$ cat config.mk
export PLATFORM = sky130hd
export DESIGN_NAME = du_regfile_dump_ctrl
export DESIGN_NICKNAME = d
export VERILOG_FILES = /design/src/rtl/du_regfile_dump_ctrl.sv
export SDC_FILE = /design/constraint.sdc
export NUM_CORES = 1
export LEC_CHECK = 0
export ABC_AREA = 1
export CORE_UTILIZATION = 40
export CTS_CLUSTER_SIZE = 28
export DETAILED_ROUTE_END_ITERATION = 8
export PLACE_DENSITY_LB_ADDON = 0.05
export SLEW_MARGIN = 20
export SYNTH_ARGS = -nofsm -noshare
export SYNTH_HDL_FRONTEND = slang
export SYNTH_SLANG_ARGS = --single-unit
export TNS_END_PERCENT = 50
$ cat constraint.sdc
create_clock -name i_clk -period 2 [get_ports i_clk]
set_input_delay 0.2 -clock i_clk [delete_from_list [all_inputs] [get_ports i_clk]]
set_output_delay 0.2 -clock i_clk [all_outputs]
set_load 0.03 [all_outputs]
$ cat src/rtl/du_regfile_dump_ctrl.sv
// Debug-unit register file dump sequencer.
// Walks registers 0..NUM_REGS-1 and streams each word MSB first as bytes.
module du_regfile_dump_ctrl #(
  parameter int NUM_REGS = 32,
  parameter int ADDR_W   = 5
) (
  input  logic              i_clk,
  input  logic              i_reset,
  input  logic              i_start,
  input  logic              i_abort,
  input  logic [31:0]       i_du_reg_data,
  input  logic              i_tx_ready,
  output logic [ADDR_W-1:0] o_du_reg_addr,
  output logic [7:0]        o_tx_data,
  output logic              o_tx_valid,
  output logic              o_busy,
  output logic              o_done
);

  localparam logic [1:0] S_IDLE = 2'd0;
  localparam logic [1:0] S_ADDR = 2'd1;
  localparam logic [1:0] S_SEND = 2'd2;
  localparam logic [1:0] S_DONE = 2'd3;

  localparam logic [ADDR_W-1:0] LAST = ADDR_W'(NUM_REGS - 1);

  logic [1:0]        state_q, state_d;
  logic [ADDR_W-1:0] addr_q, addr_d;
  logic [31:0]       word_q, word_d;
  logic [1:0]        cnt_q, cnt_d;
  logic              xfer;

  assign xfer = (state_q == S_SEND) && i_tx_ready;

  always_comb begin
    state_d = state_q;
    addr_d  = addr_q;
    word_d  = word_q;
    cnt_d   = cnt_q;
    unique case (state_q)
      S_IDLE: begin
        addr_d = '0;
        if (i_start && !i_abort) state_d = S_ADDR;
      end
      S_ADDR: begin
        word_d  = i_du_reg_data;
        cnt_d   = 2'd0;
        state_d = S_SEND;
      end
      S_SEND: begin
        if (xfer) begin
          if (cnt_q != 2'd3) begin
            word_d = word_q << 8;
            cnt_d  = cnt_q + 2'd1;
          end else if (addr_q != LAST) begin
            addr_d  = addr_q + 1'b1;
            state_d = S_ADDR;
          end else begin
            state_d = S_DONE;
          end
        end
      end
      S_DONE: begin
        addr_d  = '0;
        state_d = S_IDLE;
      end
      default: state_d = S_IDLE;
    endcase
    // Abort overrides every transition once a dump is under way.
    if (i_abort && state_q != S_IDLE) begin
      state_d = S_IDLE;
      addr_d  = '0;
    end
  end

  always_ff @(posedge i_clk or posedge i_reset) begin
    if (i_reset) begin
      state_q <= S_IDLE;
      addr_q  <= '0;
      word_q  <= '0;
      cnt_q   <= 2'd0;
    end else begin
      state_q <= state_d;
      addr_q  <= addr_d;
      word_q  <= word_d;
      cnt_q   <= cnt_d;
    end
  end

  assign o_du_reg_addr = addr_q;
  assign o_tx_data     = word_q[31:24];
  assign o_tx_valid    = (state_q == S_SEND);
  assign o_busy        = (state_q != S_IDLE);
  assign o_done        = (state_q == S_DONE);

endmodule

==> flow_summary_export.csv, run 1 <==
group,metric,value,unit
worst_setup_path,critPathMaxFanout,34,
cts,cts_setup_buffers,0,
finish,finalNetCount,342,
sta,report.final.slew_viol_count,0,
sta,clock.fmax,0.555,GHz
worst_setup_path,arrival,1970,ps
grt,grt_pass1_wl,7130,um
grt,grt_usage,17.0,%
pwr,p_per_area,1540,nW/um^2
cts,cts-hold-fix-buffers,0,
floorplan,die_x,74.6,um
sta,worstMarginPinSlew,549,ps
routing,vias,1751,
floorplan,chipHeight,74.6,um
routing,drt_wl_total,4390,um
cts,cts_resized,0,
routing,ant_nets,0,
place,io_buffers,52,
synthesis,avgSynthCellArea,8.34,um^2
cts,cts_buffers,5,
cts,htree_levels,2,
synthesis,netlist_instances,253,
synthesis,synth_area,2110,um^2
place,gp_congestion,0.711,
floorplan,core-area,5110,um^2
grt,grt_max_degree,42,
sta,setup_viol,0,
sta,period_needed,1800,ps
sta,clock_skew,6.93,ps
sta,rsz0062_at_grt,"false",
cts,root_buffer,"clkbuf_8",
floorplan,dieArea,5570,um^2
floorplan,rows,26,
floorplan,io-pin-count,53,
outcome,status,"finished, final reports clean",
floorplan,initial_core_util,41.3,%
grt,first_global_vias,1619,
cts,clock_sinks,41,
place,dpl_cell_area,2650,um^2
worst_setup_path,crit_path_end_kind,"flop",
routing,drt_iter0_drc,94,
grt,grt-ovfl-total,0,
cts,cts_tree,"yes",
flow_run,cap_viol_max_count,0,
synthesis,synth_cell_type_count,19,
finish,diodes,0,
pwr,leakagePower,1.29,nW
min_path,hold_class,"input port to asynchronous set/reset pin",
cts,clock_path_buffers,2,
routing,drc_errors,0,
finish,synthToLayoutAreaGrowth,30.7,%
pwr,peakVddDrop,733,uV
grt,antenna_found_initial,0,
place,dp_hpwl,2980,um
worst_setup_path,crit_required,2170,ps
sta,finalCritPeriodShare,90.0,%
finish,final_area,2760,um^2
routing,first_pass_iters,4,
routing,vias_per_cell,4.75,
synthesis,ys_seq_area_share,48.6,%
sta,setup_tns,0,ps
synthesis,syn_nets,297,
cts,clk_latency,290,ps
sta,hold_viol,0,
synthesis,ys_seq_elements,41,
sta,hold_slack,328,ps
finish,drive_gt1_share,14.7,%
synthesis,synth_warnings,0,
worst_setup_path,cp-start-kind,"flop",
sta,slew_headroom,63.4,%
cts,path_clk_slew,80,ps
worst_setup_path,critPathKind,"flop to flop",
routing,wl_per_cell,11.9,um
-- where the power goes --
group	switching [mW]	internal, mW	leakage (nW)
clock network	0.276	0.312	0.0542
logic	1.35	0.873	0.724
registers	0.206	1.23	0.514
total	1.83	2.41	1.29
-- registers in the layout, summed over array words and instances, names as in the netlist --
name	cells
word_q	32
o_du_reg_addr	5
cnt_q	2
state_q	2
-- critical path, stage by stage (launching register included) --
cell	delay, ps
dfrtp_1	420
inv_1	100
ha_1	330
inv_2	70
a21oi_2	230
o21ai_4	190
buf_12	210
nand2_1	60
o21ai_0	80
-- routing by layer --
metal  routed length [um]  global-route usage [%]
met1                 2180                    23.2
met2                 1970                    26.1
met3                  176                    4.15
met4                   70                    6.92
met5                    0                       0
-- path summary, 6_finish.rpt --
path,from,endpoint,slack (ps),cells past startpoint
min reg2reg,word_q[7],word_q[7],470,2
max reg2reg,state_q[1],word_q[17],200,8
max,state_q[1],word_q[17],200,8
min in group i_clk,i_du_reg_data[4],word_q[4],460,3
max in group asynchronous,i_reset,word_q[7],1310,3
min,i_reset,word_q[14],330,3
-- cell type report --
| cell class | instances | area, um^2 |
|---|---|---|
| inverter | 11 | 41.3 |
| fill | 534 | 2350 |
| tap | 70 | 87.6 |
| sequential | 41 | 1030 |
| multi-input combinational | 181 | 923 |
| timing repair buffer | 58 | 578 |
| clock inverter | 1 | 5.00 |
| clock buffer | 7 | 96.3 |
-- stage by stage --
step	setup WS, ps	instances	power, mW	util, %
after detailed placement	133	360	3.67	51.8
after global routing	39.4	369	4.62	54.0
after CTS	4.34	368	4.27	53.8
after global placement	202	360	3.60	51.8
final	199	369	4.24	54.0
after floorplan	306	253	3.13	-
-- Yosys cell counts (all sizes together) --
library cell	number	area [um^2]
ha	7	87.6
nand2	70	263
nand3	17	85.1
inv	11	41.3
o21ai	52	272
nand4	1	6.26
buf	17	120
or2	24	150
a21oi	5	28.8
nor2	4	15.0
clkbuf	4	15.0
dfrtp	41	1030
-- logic make-up after synthesis --
group / count (synthesis) / synth area share [%]
buffers and inverters: 32 / 8.36
DFF: 41 / 48.6
adders and majority gates: 7 / 4.15
and+or+nand+nor: 116 / 24.6
AOI/OAI and AO/OA: 57 / 14.2
-- placed cells by master, fill, tap and decap left out --
cell type	n
nand3_1	17
a21oi_1	4
o21ai_4	1
or2_2	21
ha_1	7
dlymetal6s2s_1	1
nand4_1	1
nor2_1	4
clkinv_2	1
buf_4	6
inv_1	8
o21ai_0	45
clkbuf_8	7
a21oi_2	1
buf_12	1
o21ai_2	3
or2_1	3
clkdlybuf4s50_1	50
dfrtp_1	41
inv_2	3
nand2_1	70
o21ai_1	4
No activity file was read; power rests on OpenSTA's default activity.
==> run 2: changes to the inputs <==
- PLACE_DENSITY_LB_ADDON: 0.05 -> 0.08
==> flow_summary_export.csv, run 2 (same netlist as run 1, synthesis figures left out) <==
group,metric,value,unit
outcome,status,"finished, final reports clean",
cts,cts_buffers,5,
place,dp_hpwl,2850,um
finish,final_cell_mix,"nand2_1 (70), clkdlybuf4s50_1 (50), o21ai_0 (45)",
sta,period_needed,1770,ps
finish,synthToLayoutAreaGrowth,30.4,%
finish,final_common_cell,"nand2_1",
flow_run,cap_viol_max_count,0,
sta,finalCritPeriodShare,88.4,%
min_path,hold_class,"input port to asynchronous set/reset pin",
cts,cts_setup_buffers,0,
pwr,p_switching,1.78,mW
routing,first_pass_iters,4,
pwr,netSwitchingFraction,42.1,%
sta,hold_viol,0,
cts,path_clk_slew,70,ps
worst_setup_path,arrival,1980,ps
worst_setup_path,critical_path_buf_inv_count,3,
sta,rsz0062_at_grt,"false",
finish,largest-register,"word_q",
grt,grtUsageMet3,3.21,%
worst_setup_path,crit_path_end_kind,"flop",
worst_setup_path,critPathKind,"flop to flop",
floorplan,io-pin-count,53,
pwr,power_frac_clock,14.9,%
cts,htree_levels,2,
sta,setup_viol,0,
grt,grt-ovfl-total,0,
floorplan,core-area,5110,um^2
grt,use_met1,23.6,%
finish,diodes,0,
worst_setup_path,crit_required,2220,ps
grt,first_global_vias,1499,
floorplan,rows,26,
sta,clock.fmax,0.566,GHz
grt,antenna_found_initial,0,
pwr,leakagePower,1.29,nW
cts,clock_path_buffers,2,
worst_setup_path,cpPeakStageDelay,400,ps
finish,drive_gt1_share,14.1,%
finish,fillers,500,
cts,cts_resized,0,
pwr,power_frac_comb,51.3,%
pwr,seqPwrFrac,33.9,%
cts,cts-hold-fix-buffers,0,
floorplan,chipHeight,74.6,um
cts,clock_sinks,41,
cts,cts_tree,"yes",
sta,slew_headroom,65.4,%
grt,grt_usage,16.2,%
sta,worstMarginPinSlew,519,ps
worst_setup_path,critPathMaxFanout,59,
routing,wl_per_cell,11.4,um
routing,vias_per_cell,4.63,
cts,clk_latency,290,ps
grt,grt_pass1_wl,6760,um
routing,drc_errors,0,
sta,setup_tns,0,ps
grt,grt_max_degree,60,
place,dp.cells,360,
pwr,p_int,2.45,mW
grt,globalRoute.busiestLayer,"met1",
grt,met2_usage,23.4,%
finish,fin_cells,367,
worst_setup_path,cp_cell_sequence,"inv_1, ha_1, inv_2, o21ai_4, buf_12, nand2_1, o21ai_2",
worst_setup_path,cp-start-kind,"flop",
sta,clock_skew,4.30,ps
cts,root_buffer,"clkbuf_8",
floorplan,initial_core_util,41.3,%
sta,report.final.slew_viol_count,0,
pwr,peakVddDrop,727,uV
routing,ant_nets,0,
floorplan,die_x,74.6,um
routing,vias,1699,
finish,finalNetCount,341,
worst_setup_path,critPathSlowestCell,"dfrtp_1",
routing,drt_wl_total,4190,um
place,gp_congestion,0.719,
place,io_buffers,52,
worst_setup_path,cp_top_family,"buffers and inverters",
finish,largest_reg_flops,32,
routing,drt_iter0_drc,95,
floorplan,dieArea,5570,um^2
pwr,p_per_area,1540,nW/um^2
## run 2: cell types whose count changed in the layout (fill, tap and decap cells not counted), sizes merged
cell and delta:
o21ai -1, clkbuf -2, bufinv +1
## run 2: stage by stage
step | setup WS (ps) | instance area (um^2) | hold WS (ps) | total power, mW | util (%)
after floorplan | 306 | 2110 | 345 | 3.13 | -
after global placement | 319 | 2650 | 449 | 3.60 | 51.8
after detailed placement | 251 | 2650 | 453 | 3.65 | 51.8
after CTS | 19.0 | 2750 | 370 | 4.29 | 53.8
after global routing | 58.5 | 2750 | 404 | 4.62 | 53.9
final | 232 | 2750 | 352 | 4.23 | 53.9
## run 2: area by class of cell
type                       count  area, um^2  area share [%]
sequential                    41        1030            37.3
inverter                      11        41.3            1.50
clock buffer                   5        68.8            2.50
clock inverter                 2        35.0            1.27
multi-input combinational    180         915            33.2
tap                           70        87.6            3.18
timing repair buffer          58         578            21.0
## run 2: metal layers
layer | wire length, um | up-vias | share of wire (%)
li1 | - | 905 | -
met4 | 27 | 0 | 0.64
met2 | 1770 | 38 | 42
met1 | 2240 | 754 | 53
met5 | 0 | - | 0
met3 | 159 | 2 | 3.8
## run 2: worst paths after layout
path | endpoint | slack [ps] | from | cells past startpoint
min in group i_clk | word_q[4] | 470 | i_du_reg_data[4] | 3
setup / recovery | word_q[9] | 230 | state_q[0] | 7
setup reg to reg | word_q[9] | 230 | state_q[0] | 7
max in group asynchronous | word_q[5] | 1290 | i_reset | 3
hold reg to reg | word_q[5] | 470 | word_q[5] | 2
hold / removal | o_du_reg_addr[3] | 350 | i_reset | 3
## run 2: power groups by stage
stage	clock network, mW	registers [mW]	logic [mW]
2_1_floorplan	0	1.43	1.69
3_5_place_dp	0	1.45	2.20
3_3_place_gp	0	1.43	2.17
4_1_cts	0.656	1.43	2.20
6_report	0.629	1.43	2.17
5_1_grt	0.681	1.48	2.46
## run 2: worst min-delay path, stage by stage
cell and delay, ps:
clkdlybuf4s50_1 410, inv_2 50, buf_4 430
==> patch: new RTL, settings of run 1 <==
`ADDR_W`: 5 -> 6.
--- a/src/rtl/du_regfile_dump_ctrl.sv
+++ b/src/rtl/du_regfile_dump_ctrl.sv
@@ -4,3 +4,3 @@
   parameter int NUM_REGS = 32,
-  parameter int ADDR_W   = 5
+  parameter int ADDR_W   = 6
 ) (
Interface: changed (resized o_du_reg_addr); port bits go from 53 to 54. No check against the original RTL was run, so the function may have changed too.
==> patch against run 1 <==
Sequential cell count grew 1; clock power shrank 4.6%; design area grew 3.1%; critical path depth shrank 6; setup slack gained 0.048 ns; combinational power grew 8%; total power grew 2.5%; critical endpoint is now o_done; area after synthesis grew 6.0%; routed wire length grew 1.4%; largest cell class unchanged.
==> patch: results (changes against run 1) <==
Global route
The overall track demand over capacity in global routing is 0.168 (-0.00264). The global-route wire length before repair is 7.91 mm (+11%). The number of global-route vias before repair is 1655 (+2.2%). The largest net degree at the start of global routing was 61 (+45%).

Detailed routing
The overall routed net length is 4.45 mm (+1.4%). The initial detailed-routing violation count came to 119 (+27%). The final antenna-violating net count was 0 (unchanged). The detailed-route vias per instance came to 4.70 (-0.85%).

Placement
The half-perimeter wire length of the detailed placement result is 3.08 mm (+3.4%). The standard cell area after detailed placement is 2750 µm² (+4.0%). The weighted congestion reported at the end of routability-driven placement was 0.800 (+13%). The number of cells after detailed placement is 368 (+2.2%). The total of buffers placed on input and output ports is 53 (+1.9%).

Synth
The share of async-settable or async-resettable flops after synthesis was 1.00 (unchanged). The distinct cell type count of the synthesized netlist is 25 (+6). By count the netlist is led by dfrtp_1, nand2_1, inv_1. For this run, the leading register cell type out of synthesis is dfrtp_1. The proportion of netlist area held by the largest area contributor is 0.470 (-0.0166).

The count of warnings emitted by yosys is 0 (unchanged). The synthesized net count is 303 (+2.0%). The share of synthesized area occupied by flip-flops and latches is 0.470 (-0.0166). The mean area per synthesized cell came to 8.60 µm² (+3.2%). Yosys attributes the largest share of cell area to dfrtp_1, o21ai_0, nand2_1.

Job
The number of max-capacitance violations reported came to 0 (unchanged).

Clock tree
The number of H-tree levels is 2 (unchanged). The clock tree root driver cell is clkbuf_8. The clock transition at the registers of the reported paths came to 0.08 ns (about the same). The worst-case clock buffer depth is 2 (unchanged). The number of buffers created by CTS was 5 (unchanged). The post-cts resize count is 0 (unchanged). The number of setup buffers added after CTS is 0 (unchanged).

Finish
The final net count is 348 (+1.8%). The number of flip-flops under the largest register name is 32 (unchanged). The fraction of final layout cells sized beyond drive strength 1 is 0.105 (-0.0426). The post-layout instance count excluding filler cells is 376 (+1.9%).

Hold path
The worst min-delay path category is in2async.

Power and ir drop
The leakage power figure came to 1.24 nW (-3.8%). The maximum vdd drop came to 0.00152 V (+110%).

Timing
The clock skew is 0.00461 ns (-0.00232 ns). The final critical path time including I/O delays and setup is 1.75 ns (-0.0479 ns). The minimum hold slack is 0.224 ns (-0.104 ns). The worst slew slack as a fraction of its limit is 0.720 (+0.0862).

Critical path
The reg-to-reg setup timing slack is 0.34 ns (+0.14 ns). The arrival time of the worst setup path was 1.55 ns (-0.42 ns). The highest net fanout along the worst path was 5 (-85%).

Outcome
The run finished with clean final reports.
patch: cells by family after synthesis:
| family | after synthesis | synth area share |
|---|---|---|
| simple gates | 77 | 0.147 |
| compound gates | 72 | 0.203 |
| buf+inv | 62 | 0.143 |
| flops | 42 | 0.470 |
| fa+ha+maj | 6 | 0.0336 |
| xor+xnor | 1 | 0.00392 |
patch: layout make-up:
class	instances	area, µm²
inverters	41	156
clock buffers	7	86.3
multi-input cells	156	870
well taps	70	87.6
fillers	527	2390
clock inverters	1	5.00
flip-flops and latches	42	1050
repair buffers	59	588
patch: power breakdown:
group          leakage (nW)  switching [mW]  total, mW  internal (mW)
registers             0.516           0.152       1.40           1.24
clock network        0.0482           0.283      0.561          0.279
logic                 0.678            1.48       2.39          0.916
total                  1.24            1.91       4.35           2.44
patch: final timing paths:
check | cells past startpoint | startpoint | endpoint
worst min register to register | 2 | word_q[31] | word_q[31]
worst max register to register | 6 | state_q[0] | word_q[22]
worst min-delay path | 2 | i_reset | o_du_reg_addr[3]
min in group i_clk | 3 | i_du_reg_data[3] | word_q[3]
worst max-delay path | 2 | state_q[0] | o_done
max in group asynchronous | 3 | i_reset | word_q[12]
patch: per-layer routing:
layer | wire length [µm] | track usage | vias up
li1 | - | - | 933
met1 | 2300 | 0.243 | 781
met2 | 1910 | 0.249 | 53
met3 | 218 | 0.0369 | 2
met4 | 22 | 0.0462 | 0
met5 | 0 | 0 | -
patch: critical path, stage by stage (launching register included):
cell	delay, ns
dfrtp_1	0.42
ha_1	0.18
clkdlybuf4s50_1	0.67
